[src/rtl/uart_tx_port.sv]
// Register-mapped 8N1 serial transmitter: captures core register writes into a
// byte FIFO, shifts bytes out on txd and reports FIFO/FSM state on status.
module uart_tx_port #(
  parameter int CLKS_PER_BIT = 434,
  parameter int FIFO_DEPTH   = 16,
  parameter int FIFO_AW      = 4
) (
  input  logic        sysclk,
  input  logic        sysreset_n,
  input  logic [15:0] wr_data,
  input  logic        wr_load,
  output logic [15:0] status,
  output logic        txd
);

  localparam int TW = $clog2(CLKS_PER_BIT);
  localparam logic [TW-1:0]      BIT_LAST = TW'(CLKS_PER_BIT - 1);
  localparam logic [FIFO_AW:0]   CNT_FULL = (FIFO_AW + 1)'(FIFO_DEPTH);
  localparam logic [FIFO_AW:0]   CNT_ONE  = (FIFO_AW + 1)'(1);
  localparam logic [FIFO_AW-1:0] PTR_ONE  = FIFO_AW'(1);

  localparam logic [1:0] S_IDLE  = 2'd0;
  localparam logic [1:0] S_START = 2'd1;
  localparam logic [1:0] S_DATA  = 2'd2;
  localparam logic [1:0] S_STOP  = 2'd3;

  logic [1:0]         state_q, state_d;
  logic [TW-1:0]      timer_q, timer_d;
  logic [2:0]         bit_q, bit_d;
  logic [7:0]         shift_q, shift_d;
  logic               txd_q, txd_d;
  logic               pend_q, pend_d;
  logic               ovf_q, ovf_d;
  logic [FIFO_AW-1:0] wptr_q, wptr_d;
  logic [FIFO_AW-1:0] rptr_q, rptr_d;
  logic [FIFO_AW:0]   count_q, count_d;
  logic [7:0]         mem_q [FIFO_DEPTH];

  logic fifo_empty, fifo_full, is_ctrl, is_data, push, pop, tick;
  logic [4:0] cnt_ext;
  logic unused_bits;

  assign unused_bits = ^wr_data[14:8];

  always_comb begin
    pend_d     = wr_load;
    is_ctrl    = pend_q & wr_data[15];
    is_data    = pend_q & ~wr_data[15];
    fifo_empty = (count_q == '0);
    fifo_full  = (count_q == CNT_FULL);
    tick       = (timer_q == '0);

    state_d = state_q;
    timer_d = timer_q;
    bit_d   = bit_q;
    shift_d = shift_q;
    pop     = 1'b0;

    case (state_q)
      S_IDLE: begin
        if (!fifo_empty) begin
          pop     = 1'b1;
          shift_d = mem_q[rptr_q];
          state_d = S_START;
          timer_d = BIT_LAST;
        end
      end
      S_START: begin
        if (tick) begin
          state_d = S_DATA;
          bit_d   = '0;
          timer_d = BIT_LAST;
        end else begin
          timer_d = timer_q - 1'b1;
        end
      end
      S_DATA: begin
        if (tick) begin
          timer_d = BIT_LAST;
          shift_d = shift_q >> 1;
          if (bit_q == 3'd7) state_d = S_STOP;
          else               bit_d   = bit_q + 3'd1;
        end else begin
          timer_d = timer_q - 1'b1;
        end
      end
      S_STOP: begin
        if (tick) begin
          // Chain straight into the next START so frames run back-to-back.
          if (!fifo_empty) begin
            pop     = 1'b1;
            shift_d = mem_q[rptr_q];
            state_d = S_START;
            timer_d = BIT_LAST;
          end else begin
            state_d = S_IDLE;
          end
        end else begin
          timer_d = timer_q - 1'b1;
        end
      end
      default: state_d = S_IDLE;
    endcase

    push = is_data & (~fifo_full | pop);

    ovf_d = ovf_q;
    if (is_data && !push) ovf_d = 1'b1;
    if (is_ctrl)          ovf_d = 1'b0;

    wptr_d = wptr_q;
    rptr_d = rptr_q;
    if (push) wptr_d = wptr_q + PTR_ONE;
    if (pop)  rptr_d = rptr_q + PTR_ONE;

    count_d = count_q;
    if (push && !pop)      count_d = count_q + CNT_ONE;
    else if (pop && !push) count_d = count_q - CNT_ONE;

    case (state_d)
      S_START: txd_d = 1'b0;
      S_DATA:  txd_d = shift_d[0];
      default: txd_d = 1'b1;
    endcase
  end

  always_ff @(posedge sysclk or negedge sysreset_n) begin
    if (!sysreset_n) begin
      state_q <= S_IDLE;
      timer_q <= '0;
      bit_q   <= '0;
      shift_q <= '0;
      txd_q   <= 1'b1;
      pend_q  <= 1'b0;
      ovf_q   <= 1'b0;
      wptr_q  <= '0;
      rptr_q  <= '0;
      count_q <= '0;
    end else begin
      state_q <= state_d;
      timer_q <= timer_d;
      bit_q   <= bit_d;
      shift_q <= shift_d;
      txd_q   <= txd_d;
      pend_q  <= pend_d;
      ovf_q   <= ovf_d;
      wptr_q  <= wptr_d;
      rptr_q  <= rptr_d;
      count_q <= count_d;
    end
  end

  always_ff @(posedge sysclk) begin
    if (push) mem_q[wptr_q] <= wr_data[7:0];
  end

  always_comb begin
    cnt_ext            = '0;
    cnt_ext[FIFO_AW:0] = count_q;
  end

  assign status = {7'd0, cnt_ext, ovf_q, (state_q != S_IDLE), fifo_empty, fifo_full};
  assign txd    = txd_q;

endmodule

[config.mk]
export PLATFORM = sky130hd
export DESIGN_NAME = uart_tx_port
export DESIGN_NICKNAME = d
export VERILOG_FILES = /design/src/rtl/uart_tx_port.sv
export SDC_FILE = /design/constraint.sdc
export NUM_CORES = 1
export LEC_CHECK = 0
export CORE_MARGIN = 3
export CORE_UTILIZATION = 46
export DETAILED_ROUTE_END_ITERATION = 12
export GPL_TIMING_DRIVEN = 0
export PLACE_DENSITY = 0.7
export SYNTH_ARGS = -nofsm -noshare
export SYNTH_HDL_FRONTEND = slang
export SYNTH_SLANG_ARGS = --single-unit
[constraint.sdc]
create_clock -name sysclk -period 3.25 [get_ports sysclk]
set_input_delay 0.325 -clock sysclk [delete_from_list [all_inputs] [get_ports sysclk]]
set_output_delay 0.325 -clock sysclk [all_outputs]
set_load 0.02 [all_outputs]
# Word level (Yosys, flattened, before mapping)
# Memory sizes are Yosys's and may differ from the RTL's.
# Cells that the tools add are included.
# word_totals
memories	1
register_bits	38
ram_bits	128
input_bits	19
# memory_table
memory	words	word_bits	read_ports	rd_ports_with_merged_regs	write_ports	line	text
mem_q	16	8	1	0	1	37	logic [7:0] mem_q [FIFO_DEPTH];
# classes
eq_ne	11
muxes	29
reduce_logical	16
bitwise_logic	6
n_addsub	6
# op_table
cell	n
$mux W9	3
$pmux W9 S3	1
$mux W8	3
$pmux W8 S3	1
$mux W2	5
$mux W5	2
$logic_not A9 Y1	1
$mux W3	3
$sub A9 B1 Y9 const B	1
$add A4 B1 Y4 const B	2
$ne A2 B2 Y1 const B	4
$pmux W2 S4	1
$reduce_bool A2 Y1	4
$mux W1	7
$eq A2 B2 Y1 const B	3
$pmux W3 S2	1
$add A5 B1 Y5 const B	1
$eq A5 B5 Y1 const B	1
$logic_not A5 Y1	1
$sub A5 B1 Y5 const B	1
$eq A2 B1 Y1 const B	2
$pmux W1 S2	2
$reduce_and A4 Y1	1
$add A3 B1 Y3 const B	1
10 further kinds	16

# Logic depth before layout (Yosys ltp)
# depth
ltp_word	10
ltp_mapped	16

# Worst setup path after synthesis
# OpenSTA, ideal clock, no wires.
# synth_path
path_type	register to register
startpoint	register timer_q[0]
endpoint	register count_q[4] (netlist: cnt_ext[4])
period_less_slack_ns	3.309
arrival_ns	3.176
n_path_buf	1
setup_ns	0.133
setup_slack_ns	-0.059
t_required_ns	3.117
path_stages_with_launch	17
cell_sequence	dfrtp_1 inv_1 ha_1 nor4b_4 a41oi_2 o21ba_1 or3b_1 buf_6 clkinv_4 ha_1 inv_1 fa_1 a21o_1 a21oi_1 xnor2_1 nor2_1 xor2_1
# synth_between
elab_chain_len	8
word_cells_on_any_way	11
# synth_lines
element	line	text
from (decl)	28	logic [TW-1:0] timer_q, timer_d;
from (signal assigned)	141	timer_q <= timer_d;
$logic_not A9 Y1 (*)	51	tick = (timer_q == '0);
$mux W1 (*)	88	if (tick) begin
$pmux W1 S2 (*)	59	case (state_q)
$or A1 B1 Y1 (*)	105	push = is_data & (~fifo_full | pop);
$and A1 B1 Y1 (*)	105	
net push	39	logic fifo_empty, fifo_full, is_ctrl, is_data, push, pop, tick;
$logic_not A1 Y1	118	else if (pop && !push) count_d = count_q - CNT_ONE;
$logic_and A1 B1 Y1	118	
$reduce_bool A2 Y1 (no source line)	-	
to (signal assigned)	149	count_q <= count_d;
to (decl)	36	logic [FIFO_AW:0] count_q, count_d;
# Mark *: on every way through the listed nets, which the timed path passes. The rest lies on a longest branch.
# A chain may end at the register's enable or synchronous reset.

# Worst setup path in the final report
# Same ends and word-level chain as after synthesis.

==> flow_metrics.env <==
export IMPL_num_vias=4155
export IMPL_ant_nets=0
export IMPL_netlist_top_cells_count="edfxtp_1, dfrtp_1, mux4_2, nor2_1"
export IMPL_initial_utilization_pct=47.59
export IMPL_clock_sinks=166
export IMPL_drc=0
export IMPL_cts_tree="yes"
export IMPL_crit_fanout=4
export IMPL_clkTransAtPathRegs_ps=60
export IMPL_synth_distinct_cells=68
export IMPL_antenna_found_initial=0
export IMPL_worstMarginPinSlew_ps=1024
export IMPL_yosys_area_top_type="edfxtp_1"
export IMPL_finalCritPeriodShare_pct=96.08
export IMPL_power_mw=5.304
export IMPL_path_cells="inv_2 > ha_4 > nor4b_4 > a41oi_2 > o21ba_4 > or3b_4 > clkinv_4 > ha_4 > inv_2 > fa_2 > a21o_1 > a21oi_2 > xnor2_1 > nor2_1 > xor2_1"
export IMPL_p_leak_nw=3.036
export IMPL_hpwlAfterDp_mm=9.763
export IMPL_required_ps=3540
export IMPL_nNetsFinal=558
export IMPL_routed_via_density=5.585
export IMPL_ys_seq_area_share_pct=65.55
export IMPL_syn_area_per_cell_um2=15.90
export IMPL_critPathArrivalTime_ps=3420
export IMPL_area_delta_synth_final_pct=17.43
export IMPL_grt_pass1_wl_mm=23.85
export IMPL_dr_max_layer_used="met4"
export IMPL_fp_coreArea_um2=15370
export IMPL_fmax_ghz=0.3202
export IMPL_clockBufferDepth=2
export IMPL_die_x_um=132.1
export IMPL_cts_root_buf="clkbuf_16"
export IMPL_post_drt_wl_per_cell_um=19.82
export IMPL_r2r_cells=15
export IMPL_grt_max_degree=39
export IMPL_slew_violations=0
export IMPL_wl_met1_mm=6.183
export IMPL_fillers=1205
export IMPL_hold_viol=0
export IMPL_met2_length_mm=7.427
export IMPL_critical_path_class="register to register"
export IMPL_grt_ovfl_total=0
export IMPL_synth_most_common_cell="edfxtp_1"
export IMPL_die_height_um=132.1
export IMPL_synth_edff_count=128
export IMPL_timing_hold_ws_ps=12.84
export IMPL_io_pins=36
export IMPL_ctsHoldBuffers=0
export IMPL_diodes=0
export IMPL_async_flop_share_pct=22.89
export IMPL_min_delay_path_class="input pin to async pin"
export IMPL_critPathSlowestCell="dfrtp_1"
export IMPL_drive_gt1_share_pct=24.02
export IMPL_powerDensity_nw_per_um2=617.4
export IMPL_dieArea_um2=17450
export IMPL_core_rowCount=45
export IMPL_gp_congestion=0.7858
export IMPL_ys_top_cells_by_area="edfxtp_1, dfrtp_1, mux4_2"
export IMPL_ir_drop_mv=0.5202
export IMPL_endpoint_kind="register"
export IMPL_dr_wl_met3_um=923
export IMPL_slew_headroom_pct=30.79
export IMPL_netlist_area_leader_share_pct=52.54
export IMPL_syn_inst=460
export IMPL_outcome="finished, final reports clean"
export IMPL_synth_seq_cells=166
export IMPL_grt_pass1_vias=4360
export IMPL_h_tree_depth=4
export IMPL_skew_ps=19.36
export IMPL_cpPeakStageDelay_ps=400
export IMPL_yosysWarnings=0
export IMPL_grt_setup_unrepaired="false"
export IMPL_synth_ff_type="edfxtp_1"
export IMPL_grt_usage_pct=17.82
export IMPL_critPathLaunchType="register"
export IMPL_drtIter0Drc=322
export IMPL_io_buffers=21
export IMPL_numCtsBuffers=17
export IMPL_reg2reg_slack_ps=130
export IMPL_maxCapViolCount=0
export IMPL_setup_viol=0
export IMPL_firstDrtPassIters=5
export IMPL_syn_area_um2=7316
export IMPL_period_minus_slack_ps=3123
export IMPL_final_instance_count_excl_fill=744
export IMPL_placed_cells=700
export IMPL_clk_latency_ps=430
export IMPL_drt_total_wl_mm=14.75
==> worst max-delay path: cells and delay by family (launching register included) <==
kind,cells,cell delay [ps]
AOI/OAI and AO/OA,4,730
xor gates and xnor gates,2,270
and+or+nand+nor,3,730
adders and majority gates,3,630
buffers and inverters,3,220
DFF,1,400
==> metal layers <==
metal  vias to the layer above  global-route usage [%]
li1                       1896                       -
met1                      2101                   23.37
met2                       139                   29.30
met3                        19                   4.427
met4                         0                   6.068
met5                         -                       0
==> sequential cells by signal, indices dropped and copies added, names as in the netlist <==
register and count:
mem_q 128, timer_q 9, shift_q 8, cnt_ext 5, rptr_q 4, wptr_q 4, bit_q 3, state_q 2
ovf_q 1, pend_q 1, txd 1
==> stage by stage <==
| stage | setup slack, ps | instance area (um2) | setup TNS (ps) | utilization, % |
|---|---|---|---|---|
| 6_report | 127.4 | 8591 | 0 | 55.89 |
| 5_1_grt | 7.494 | 8591 | 0 | 55.89 |
| 4_1_cts | 23.65 | 8526 | 0 | 55.47 |
| 3_5_place_dp | -429.1 | 7830 | -3972 | 50.94 |
| 3_3_place_gp | -371.3 | 7818 | -10910 | 50.86 |
| 2_1_floorplan | 19.01 | 7343 | 0 | - |
==> cell usage in the layout (no fill, tap or decap), types with 7 or more instances in the layout <==
cell	n
clkbuf_1	13
nor2b_1	7
mux2i_1	9
conb_1	7
clkbuf_16	17
a21oi_1	12
clkdlybuf4s50_1	20
nand2_1	18
nor3_1	7
buf_4	26
nor2_1	20
inv_1	11
a211oi_1	13
and2_1	8
edfxtp_1	128
xnor2_1	7
ha_1	15
o21ai_0	15
mux4_2	31
dfrtp_1	37
==> layout make-up <==
cell class / instances / area [um2] / area share, %
inverters: 16 / 68.82 / 0.8010
clock inverters: 15 / 191.4 / 2.228
plain buffers: 32 / 172.7 / 2.010
clock buffers: 17 / 425.4 / 4.952
repair buffers: 36 / 315.3 / 3.670
multi-input cells: 251 / 2357 / 27.44
flip-flops and latches: 166 / 4796 / 55.83
well taps: 211 / 264.0 / 3.073
==> power by group <==
group / internal, mW / total (mW) / switching (mW)
Sequential: 2.44 / 2.53 / 0.0927
Combinational: 0.305 / 0.692 / 0.387
Clock: 1.23 / 2.08 / 0.853
==> repair_timing <==
item | 4_1_cts | 5_1_grt
setup endpoints to repair | 11 | 2
pin swaps | 3 | 9
gates resized for setup | 11 | 3
setup buffers | 6 | 7
==> cells by family after synthesis <==
logic type               count (synthesis)  synth area share, %
adder cells (fa/ha/maj)                 19                3.352
XOR/XNOR                                11                1.317
AO/OA/AOI/OAI                           79                7.936
multiplexers                            44                11.39
buffers and inverters                   49                3.403
AND/OR/NAND/NOR                         91                6.995
flip-flops                             166                65.56
other                                    1              0.05126
==> path summary, 6_finish.rpt <==
path | endpoint | startpoint
max | cnt_ext[4] | timer_q[0]
min | timer_q[7] | sysreset_n
max reg2reg | cnt_ext[4] | timer_q[0]
min reg2reg | ovf_q | pend_q
max in group asynchronous | cnt_ext[2] | sysreset_n
min in group sysclk | pend_q | wr_load
Note: power is estimated with default switching activity, not from simulation.
